[src/rtl/seg_scan_ctrl_if.sv]
// Bundle between the value producer / display path and the seven-segment scan controller.
interface seg_scan_ctrl_if;
    logic        en;
    logic [15:0] value;
    logic        load;
    logic        load_ack;
    logic [3:0]  nibble;
    logic [1:0]  digit;
    logic [3:0]  an;
    logic        frame;

    modport master (
        output en, value, load,
        input  load_ack, nibble, digit, an, frame
    );

    modport slave (
        input  en, value, load,
        output load_ack, nibble, digit, an, frame
    );
endinterface

[src/rtl/seg_scan_ctrl.sv]
// 4-digit common-anode scan controller: BLANK dead-time then SHOW per slot; loads commit at frame wrap.
// All outputs registered; no backpressure. SEG_LZ_BLANK_EN enables leading-zero blanking.
module seg_scan_ctrl #(
    parameter int PRESCALE = 50000,
    parameter int BLANK    = 16
) (
    input  logic             clk,
    input  logic             rst,
    seg_scan_ctrl_if.slave   bus
);
    localparam int CW = $clog2(PRESCALE);
    localparam logic [CW-1:0] CNT_LAST   = CW'(PRESCALE - 1);
    localparam logic [CW-1:0] BLANK_LAST = CW'(BLANK - 1);

    typedef enum logic {ST_BLANK, ST_SHOW} state_t;

    state_t         state_q, state_d;
    logic [CW-1:0]  cnt_q, cnt_d;
    logic [1:0]     digit_q, digit_d;
    logic [15:0]    disp_q, disp_d;
    logic [15:0]    pend_q, pend_d;
    logic           pend_vld_q, pend_vld_d;
    logic           ack_q, ack_d;
    logic           frame_q, frame_d;
    logic [3:0]     an_q, an_d;
    logic [3:0]     nibble_q, nibble_d;
    logic           commit;
    logic [3:0]     lit;

    always_comb begin
        cnt_d      = cnt_q;
        digit_d    = digit_q;
        state_d    = state_q;
        disp_d     = disp_q;
        pend_d     = pend_q;
        pend_vld_d = pend_vld_q;
        ack_d      = 1'b0;
        an_d       = 4'hF;
        lit        = 4'hF;

        if (!bus.en) begin
            cnt_d   = '0;
            digit_d = 2'd0;
            state_d = ST_BLANK;
        end else if (cnt_q == CNT_LAST) begin
            cnt_d   = '0;
            digit_d = digit_q + 2'd1;
            state_d = ST_BLANK;
        end else begin
            cnt_d = cnt_q + CW'(1);
            if (state_q == ST_BLANK && cnt_q == BLANK_LAST)
                state_d = ST_SHOW;
        end

        // Disabled scan commits every cycle; otherwise only on the 3->0 wrap.
        commit = !bus.en || (cnt_q == CNT_LAST && digit_q == 2'd3);

        if (commit) begin
            if (bus.load) begin
                disp_d     = bus.value;
                pend_vld_d = 1'b0;
                ack_d      = 1'b1;
            end else if (pend_vld_q) begin
                disp_d     = pend_q;
                pend_vld_d = 1'b0;
                ack_d      = 1'b1;
            end
        end else if (bus.load) begin
            pend_d     = bus.value;
            pend_vld_d = 1'b1;
        end

`ifdef SEG_LZ_BLANK_EN
        lit = {|disp_d[15:12], |disp_d[15:8], |disp_d[15:4], 1'b1};
`endif

        if (bus.en && state_d == ST_SHOW && lit[digit_d])
            an_d = ~(4'b0001 << digit_d);

        nibble_d = disp_d[{digit_d, 2'b00} +: 4];
        frame_d  = bus.en && (cnt_d == CNT_LAST) && (digit_d == 2'd3);
    end

    always_ff @(posedge clk or posedge rst) begin
        if (rst) begin
            state_q    <= ST_BLANK;
            cnt_q      <= '0;
            digit_q    <= 2'd0;
            disp_q     <= 16'h0;
            pend_q     <= 16'h0;
            pend_vld_q <= 1'b0;
            ack_q      <= 1'b0;
            frame_q    <= 1'b0;
            an_q       <= 4'hF;
            nibble_q   <= 4'h0;
        end else begin
            state_q    <= state_d;
            cnt_q      <= cnt_d;
            digit_q    <= digit_d;
            disp_q     <= disp_d;
            pend_q     <= pend_d;
            pend_vld_q <= pend_vld_d;
            ack_q      <= ack_d;
            frame_q    <= frame_d;
            an_q       <= an_d;
            nibble_q   <= nibble_d;
        end
    end

    assign bus.load_ack = ack_q;
    assign bus.nibble   = nibble_q;
    assign bus.digit    = digit_q;
    assign bus.an       = an_q;
    assign bus.frame    = frame_q;
endmodule
[src/flat_wrapper.sv]
// flat-port wrapper written by rule: the top's interface ports become plain ports
module seg_scan_ctrl_flat 
#(
    parameter int PRESCALE = 50000,
    parameter int BLANK    = 16
)
  (clk, rst, bus_en, bus_value, bus_load, bus_load_ack, bus_nibble, bus_digit, bus_an, bus_frame);
  seg_scan_ctrl_if bus_i ();
  input  logic clk;
  input  logic rst;
  input wire logic [$bits(bus_i.en)-1:0] bus_en;
  input wire logic [$bits(bus_i.value)-1:0] bus_value;
  input wire logic [$bits(bus_i.load)-1:0] bus_load;
  output wire logic [$bits(bus_i.load_ack)-1:0] bus_load_ack;
  output wire logic [$bits(bus_i.nibble)-1:0] bus_nibble;
  output wire logic [$bits(bus_i.digit)-1:0] bus_digit;
  output wire logic [$bits(bus_i.an)-1:0] bus_an;
  output wire logic [$bits(bus_i.frame)-1:0] bus_frame;
  assign bus_i.en = bus_en;
  assign bus_i.value = bus_value;
  assign bus_i.load = bus_load;
  assign bus_load_ack = bus_i.load_ack;
  assign bus_nibble = bus_i.nibble;
  assign bus_digit = bus_i.digit;
  assign bus_an = bus_i.an;
  assign bus_frame = bus_i.frame;
  seg_scan_ctrl #(.PRESCALE(PRESCALE), .BLANK(BLANK)) u_core (.clk(clk), .rst(rst), .bus(bus_i));
endmodule
[config.mk]
export PLATFORM = sky130hd
export DESIGN_NAME = seg_scan_ctrl_flat
export DESIGN_NICKNAME = d
export VERILOG_FILES = /design/src/rtl/seg_scan_ctrl_if.sv /design/src/rtl/seg_scan_ctrl.sv /design/src/flat_wrapper.sv
export SDC_FILE = /design/constraint.sdc
export NUM_CORES = 1
export LEC_CHECK = 0
export ABC_AREA = 1
export BUFFER_PORTS_ARGS = -buffer_cell sky130_fd_sc_hd__buf_2
export CORE_UTILIZATION = 50
export CTS_BUF_LIST = sky130_fd_sc_hd__clkbuf_8
export CTS_CLUSTER_DIAMETER = 40
export DETAILED_ROUTE_END_ITERATION = 8
export GPL_ROUTABILITY_DRIVEN = 0
export PLACE_DENSITY = 0.73
export SYNTH_ARGS = -nofsm -noshare
export SYNTH_HDL_FRONTEND = slang
export SYNTH_SLANG_ARGS = --single-unit
[constraint.sdc]
create_clock -name clk -period 1.95 [get_ports clk]
set_input_delay 0.39 -clock clk [delete_from_list [all_inputs] [get_ports clk]]
set_output_delay 0.39 -clock clk [all_outputs]
set_load 0.005 [all_outputs]
==> results.txt, run 1 <==
The setup TNS is 0 ps. The number of rows in the core area is 29. The post-placement setup slack is 112 ps.

The worst max-slew margin expressed relative to the limit is 71.2%. The largest net degree at the start of global routing is 45. The DRC violation total after the first TritonRoute iteration is 152. The maximum fanout along the worst path is 32. The peak supply drop came out at 512 µV. The power density relative to cell area is 745 nW/µm². The first-pass GRT wire length came out at 13000 µm. STA puts the critical path data arrival time at 2020 ps. The design area came out at 3930 µm².

The setup path with the least slack is of type flop to flop. The final antenna-violating net count came out at 0. The floorplan step set the die width to 84.9 µm. The slowest stage of the critical path is the dfrtp_1 cell. For the pin with the worst max-slew slack, the measured transition is 432 ps. The static leakage came out at 2.14 nW. The via count of the first global-routing pass came out at 2799. The share of flip-flops with an asynchronous set or reset is 100%.

Clock tree synthesis found a total of 62 sinks. After detailed routing, the total wire length is 7750 µm. Walking the worst path, the cells encountered are ha_1 -> or2_0 -> buf_4 -> nand2_8 -> nand2_2 -> buf_12 -> nand2_1 -> o21ai_0. Setup violations remaining at the end of the flow were counted as 0.

In this run the standard cell core region covers 6490 µm². The instance area after placement came out at 3680 µm². The per-instance average area after synthesis came out at 7.27 µm². The post-synthesis cell type count is 32. The I/O pin count is 32. The die is 84.9 µm tall.

The repair_antennas step left the layout with diodes totalling 0. Clock-pin slew was measured on the worst setup and hold paths at 70 ps. CTS placed an instance of clkbuf_8 at the clock tree root.

The routed layout has 3004 vias. The detail-routed net length per standard cell came out at 13.0 µm. The number of antenna violations at the first check in global routing is 0.

For this run, the top clock speed supported by timing is 553 MHz. Global routing used 23.2% of the available tracks. The number of optimization iterations in the first detailed-route pass came out at 7. The part of the Yosys area used for sequential elements is 45.3%.

The starting density of the core came out at 52.9%. During placement, the flow inserted port buffers numbering 31. The hold buffer count at cts is 0. The minimum clock period after layout came out at 1810 ps.

The final critical path takes up 92.7% of the cycle. Data on the critical path is required at its endpoint by 2160 ps. The synthesized instance count came out at 473. The number of nets produced by synthesis is 495.

The max-cap violation count is 0. The layout-stage area growth over the synthesis result is 14.4%. The TritonCTS clock tree is built. The post-route DRC violation count came out at 2. The total count of max-transition violations in the final report is 0. On the final layout, the worst clock skew is 12.9 ps. The overall power consumption is 2.93 mW. Of the cells placed in the final design, the portion with a size suffix greater than 1 is 19.8%. STA classifies the critical path startpoint as a flop. Setup repair after global routing left no endpoint under its margin.

The hold violation count in the final report is 0. The worst-case clock buffer depth is 2. The die covers 7210 µm². The CTS buffer count came out at 9. The post-layout net count came out at 538. The clock reaches the later pin of the worst-skew pair after 340 ps. The sum of overflow across all layers after global routing is 0. Synthesis inferred 62 register bits. The run finished, with violations left.

The most used flip-flop cell after synthesis is dfrtp_1. After detailed routing, the number of vias per cell comes to 5.02. The path class of the tightest hold or removal check is input pin to asynchronous set/reset pin.

The depth of the CTS H-tree is 3. The Yosys warning count came out at 0. The smallest hold slack is 52.5 ps. In this run, synthesis inferred 0 flip-flops with an integrated enable.

The critical path endpoint category is a flop. The final HPWL from detailed placement came out at 5590 µm. The delay contributed by the slowest stage of the critical path came out at 430 ps.

The final reports fail on DRC. The cell area after synthesis came out at 3440 µm². The slack of the critical path is 142 ps.
## repair_timing
| action | in CTS | in global routing |
|---|---|---|
| setup buffers | 0 | 6 |
| setup endpoints to repair | 0 | 20 |
| gates resized for setup | 0 | 3 |
## worst max-delay path: cells and delay by family (launching register included)
kind,cells,cell delay [ps]
and+or+nand+nor,4,540
DFF,1,430
buffers and inverters,2,380
adders and majority gates,1,220
AOI/OAI and AO/OA,1,80
## Yosys cell counts (3+ instances only)
master,count,area [µm²]
nand2_1,176,661
inv_1,59,221
dfrtp_1,58,1450
nand3_1,40,200
nor2_1,34,128
o21ai_0,31,155
nand2_2,21,131
buf_2,8,40.0
nand4_1,5,31.3
buf_6,4,45.0
dfstp_2,4,105
nor2_4,3,33.8
o21ai_1,3,15.0
## area by class of cell
class	count	area (µm²)
clock buffers	9	124
inverters	62	236
repair buffers	47	300
clock inverters	7	57.6
well taps	77	96.3
multi-input cells	334	1560
flip-flops and latches	62	1560
fillers	611	2560
## per-stage QoR
step	util, %	std cells
2_1_floorplan	-	473
3_3_place_gp	56.7	575
3_5_place_dp	56.7	575
4_1_cts	59.5	591
5_1_grt	60.5	598
6_report	60.5	598
## layer usage
layer	global-route usage (%)	routed length [µm]
met1	29.2	3560
met2	40.4	3840
met4	6.63	72
met3	4.96	277
met5	0	0
## cell usage in the layout (no fill, tap or decap)
| master | instances |
|---|---|
| nand3_2 | 1 |
| nor2_1 | 34 |
| o21ai_1 | 3 |
| inv_2 | 3 |
| inv_1 | 60 |
| or2_0 | 1 |
| nand3b_1 | 1 |
| bufinv_16 | 1 |
| dfstp_2 | 4 |
| nand3_1 | 40 |
| clkinvlp_4 | 1 |
| o21ai_0 | 31 |
| nor3_1 | 2 |
| buf_12 | 2 |
| ha_1 | 2 |
| clkinv_2 | 4 |
| nand4_1 | 5 |
| buf_2 | 31 |
| nand2_2 | 21 |
| nor2_2 | 1 |
| a22oi_1 | 1 |
| nand2_4 | 2 |
| nand2_8 | 2 |
| clkbuf_8 | 9 |
| a31oi_1 | 1 |
| nand3_4 | 1 |
| nor2_4 | 4 |
| dfrtp_1 | 57 |
| nor4_1 | 2 |
| buf_4 | 14 |
| dfrtp_2 | 1 |
| nor3b_2 | 1 |
| a21oi_1 | 2 |
| nand2_1 | 176 |
## power breakdown
group	internal, mW	switching (mW)
combinational	0.150	0.253
sequential	1.40	0.0714
clock	0.572	0.487
total	2.12	0.811
## final timing paths
| kind | from | end | slack (ps) | depth (start not counted) |
|---|---|---|---|---|
| max | u_core.bus.digit[0] | u_core.pend_q[11] | 140 | 8 |
| min | rst | u_core.disp_q[8] | 50 | 2 |
| max reg2reg | u_core.bus.digit[0] | u_core.pend_q[11] | 140 | 8 |
| min reg2reg | u_core.pend_q[8] | u_core.pend_q[8] | 490 | 2 |
| max in group asynchronous | rst | u_core.bus.an[2] | 1270 | 3 |
| min in group clk | bus_value[0] | u_core.pend_q[0] | 320 | 3 |
## kinds of logic (layout without fill, tap and decap cells)
family	count (synthesis)	in the layout	synth area share, %
fa+ha+maj	2	2	0.728
compound gates	38	38	5.64
flops	62	62	45.3
buf+inv	78	125	9.79
simple gates	293	294	38.6
## flip-flops by register name (all words and copies together), names as in the netlist
| signal | cells |
|---|---|
| u_core.bus.an | 4 |
| u_core.bus.digit | 2 |
| u_core.bus.frame | 1 |
| u_core.bus.load_ack | 1 |
| u_core.bus.nibble | 4 |
| u_core.cnt_q | 16 |
| u_core.disp_q | 16 |
| u_core.pend_q | 16 |
| u_core.pend_vld_q | 1 |
| u_core.state_q | 1 |
Note: power is estimated with default switching activity, not from simulation.
==> run 2: changes to the inputs <==
--- a/config.mk
+++ b/config.mk
@@ -7,12 +7,15 @@
 export LEC_CHECK = 0
 export ABC_AREA = 1
 export BUFFER_PORTS_ARGS = -buffer_cell sky130_fd_sc_hd__buf_2
-export CORE_UTILIZATION = 50
+export CELL_PAD_IN_SITES_DETAIL_PLACEMENT = 1
+export CELL_PAD_IN_SITES_GLOBAL_PLACEMENT = 1
+export CORE_UTILIZATION = 40
 export CTS_BUF_LIST = sky130_fd_sc_hd__clkbuf_8
 export CTS_CLUSTER_DIAMETER = 40
 export DETAILED_ROUTE_END_ITERATION = 8
 export GPL_ROUTABILITY_DRIVEN = 0
-export PLACE_DENSITY = 0.73
+export PLACE_DENSITY = 0.78
+export SLEW_MARGIN = 40
 export SYNTH_ARGS = -nofsm -noshare
 export SYNTH_HDL_FRONTEND = slang
 export SYNTH_SLANG_ARGS = --single-unit
==> run 2 against run 1 <==
  * The flow now finishes without violations
  * Cell area up 4.4%
  * Flip-flop and latch count unchanged
  * Wire length increased by 27%
  * First-iteration DRC count is 24% lower
  * Critical path depth rose by 1
  * Die area rose by 24%
  * Non-clock buffer count rose by 6
  * Register-to-register slack about the same
  * Count of clock-buffer cells in the layout up 2
==> results.txt, run 2 (synthesis results as in run 1) <==
Outcome: finished, final reports clean (was complete, but fails checks). The clock latency at the later pin of the worst-skew pair is 350 ps (was 340 ps). The data arrival time of the critical path is 2050 ps (was 2020 ps). The via count normalized by instance count is 5.00 (was 5.02).

The setup slack on the worst flop-to-flop path came out at 130 ps (was 140 ps). The final antenna-violating net count came out at 0 (unchanged). The path category of the worst min-delay check is input pin to asynchronous set/reset pin (unchanged). The period utilization is 93.1% (was 92.7%). The overall die width was 94.7 µm (was 84.9 µm).

The final-layout fill cell count is 1064 (was 611). The number of antenna violations at the first check in global routing is 0 (unchanged). The via count of the first global-routing pass came out at 3305 (was 2799). The peak supply drop is 403 µV (was 512 µV). The I/O pin count is 32 (unchanged). The hold violation count in the final report is 0 (unchanged). The TritonCTS clock tree is built (unchanged). The proportion of power drawn by the clock network came out at 40.9% (was 36.1%). The critical setup path kind is flop to flop (unchanged). Highest-count cells in the layout ignoring fill and taps: 175 x nand2_1, 59 x inv_1, 55 x dfrtp_1 (was 176 x nand2_1, 60 x inv_1, 57 x dfrtp_1).

The design internal power came out at 2.33 mW (was 2.12 mW). The post-layout net count came to 544 (was 538). The final cell count without fillers is 632 (was 598). The most common library cell in the layout ignoring fill and taps is nand2_1 (unchanged). The wire length after detailed routing is 9830 µm (was 7750 µm). Registers with the most flip-flops: u_core.cnt_q: 16 flops, u_core.disp_q: 16 flops, u_core.pend_q: 16 flops (unchanged). The number of rows in the core area came out at 33 (was 29). The CTS buffer count is 9 (unchanged). The overall routing resource usage came out at 23.6% (was 23.2%).

The DRC violation total after the first TritonRoute iteration came out at 116 (was 152). The first-pass GRT wire length is 15800 µm (was 13000 µm). The final HPWL from detailed placement is 7020 µm (was 5590 µm). The critical path endpoint category was a flop (unchanged).

The maximum fanout along the worst path came to 10 (was 32). The clock transition at the register clock pins on the worst setup and hold paths after CTS is 70 ps (about the same). The layout-stage area growth over the synthesis result came to 19.4% (was 14.4%). The cell chosen for the clock root was clkbuf_8 (unchanged).

The total core area is 8260 µm² (was 6490 µm²). The hold buffer count at cts came out at 0 (unchanged). The minimum clock period after layout came out at 1820 ps (was 1810 ps). The switching portion of total power came out at 27.2% (was 27.7%). The share of the core filled with cells came out at 49.7% (was 60.5%).

The worst-case clock buffer depth came out at 2 (unchanged). The number of inserted diodes is 0 (unchanged). The pin slew with the least headroom to its limit came out at 462 ps (was 432 ps). The die outline area is 8970 µm² (was 7210 µm²). The clock sink count came out at 62 (unchanged).

The fmax came out at 551 MHz (was 553 MHz). The number of optimization iterations in the first detailed-route pass is 4 (was 7). The max-cap violation count came out at 0 (unchanged). The total count of max-transition violations in the final report came out at 0 (unchanged). The slack of the critical path was 134 ps (was 142 ps). The detailed-route via count came out at 3157 (was 3004). The switching power of the nets is 0.874 mW (was 0.811 mW). The power density relative to cell area came out at 781 nW/µm² (was 745 nW/µm²). The depth of the CTS H-tree came to 3 (unchanged). The die height is 94.7 µm (was 84.9 µm).

The post-route DRC violation count is 0 (was 2). The largest net degree at the start of global routing is 35 (was 45). The worst max-slew margin expressed relative to the limit is 69.1% (was 71.2%). The setup skew after layout is 10.2 ps (was 12.9 ps). The sum of overflow across all layers after global routing is 0 (unchanged). The number of buffers inserted by port buffering is 31 (unchanged).

The placed instance count came out at 608 (was 575). The combinational cell fraction of total power came out at 13.3% (was 13.7%). The overall power consumption is 3.21 mW (was 2.93 mW). The post-placement setup slack came out at 73.9 ps (was 112 ps). The required time of the critical path came out at 2190 ps (was 2160 ps). The fraction of layout cells with a size suffix above 1 is 22.8% (was 19.8%). The static leakage is 2.19 nW (was 2.14 nW). The sort of element at the start of the critical path was a flop (unchanged). The number of failing setup endpoints in the final timing report came out at 0 (unchanged).

The starting density of the core is 41.6% (was 52.9%). The detail-routed net length per standard cell came out at 15.5 µm (was 13.0 µm). The share of total power in sequential cells is 45.8% (was 50.1%).
==> run 2: changes by cell type in the layout (fill, tap and decap cells not counted), sizes merged <==
cell / before / now
buf: 47 / 53
clkbuf: 9 / 11
bufinv: 1 / 2
inv: 63 / 62
clkinv: 4 / 2
==> run 2: worst max-delay path, stage by stage, from the launching register on <==
cell,delay [ps]
dfrtp_1,440
ha_1,210
or2_0,360
buf_4,250
nand3_1,130
nand2_1,100
nand2_1,70
nand2_1,50
inv_1,40
nand2_1,40
==> run 2: metal layers <==
layer / vias up / GRT usage, % / part of all wire [%]
li1: 1557 / - / -
met1: 1527 / 27.1 / 43
met2: 52 / 42.6 / 52
met3: 21 / 5.48 / 2.4
met4: 0 / 8.46 / 2.5
met5: - / 0 / 0
==> run 2: metrics by stage <==
stage / TNS, ps / instance area (µm²) / hold WS [ps]
2_1_floorplan: 0 / 3440 / 453
5_1_grt: -5.39 / 4110 / 72.9
3_5_place_dp: 0 / 3770 / 433
4_1_cts: 0 / 4000 / 48.8
3_3_place_gp: 0 / 3770 / 430
6_report: 0 / 4110 / 46.5
==> run 2: layout make-up <==
cell class | count | area (µm²) | area share (%)
Multi-Input combinational cell | 334 | 1590 | 38.8
Timing Repair Buffer | 53 | 358 | 8.72
Tap cell | 105 | 131 | 3.20
Sequential cell | 62 | 1560 | 38.0
Clock inverter | 5 | 73.8 | 1.80
Clock buffer | 11 | 151 | 3.69
Inverter | 62 | 236 | 5.76
==> run 2: power groups by stage <==
stage	sequential, mW	clock (mW)	combinational, mW
after detailed placement	1.49	0	0.426
after floorplan	1.47	0	0.300
final	1.47	1.31	0.427
after global placement	1.49	0	0.408
after CTS	1.47	1.35	0.430
after global routing	1.48	1.40	0.496
==> run 2: worst paths after layout <==
check / from / to / cells after the start
min reg2reg: u_core.pend_q[9] / u_core.pend_q[9] / 2
max in group asynchronous: rst / u_core.bus.an[3] / 3
max: u_core.bus.digit[0] / u_core.bus.nibble[1] / 9
max reg2reg: u_core.bus.digit[0] / u_core.bus.nibble[1] / 9
min in group clk: bus_value[14] / u_core.pend_q[14] / 3
min: rst / u_core.pend_q[13] / 2
==> run 2: timing repair <==
action / 4_1_cts / 5_1_grt
resized for setup: 0 / 15
hold endpoints to repair: 0 / 0
endpoints found under the setup margin: 0 / 21
setup buffers: 0 / 7
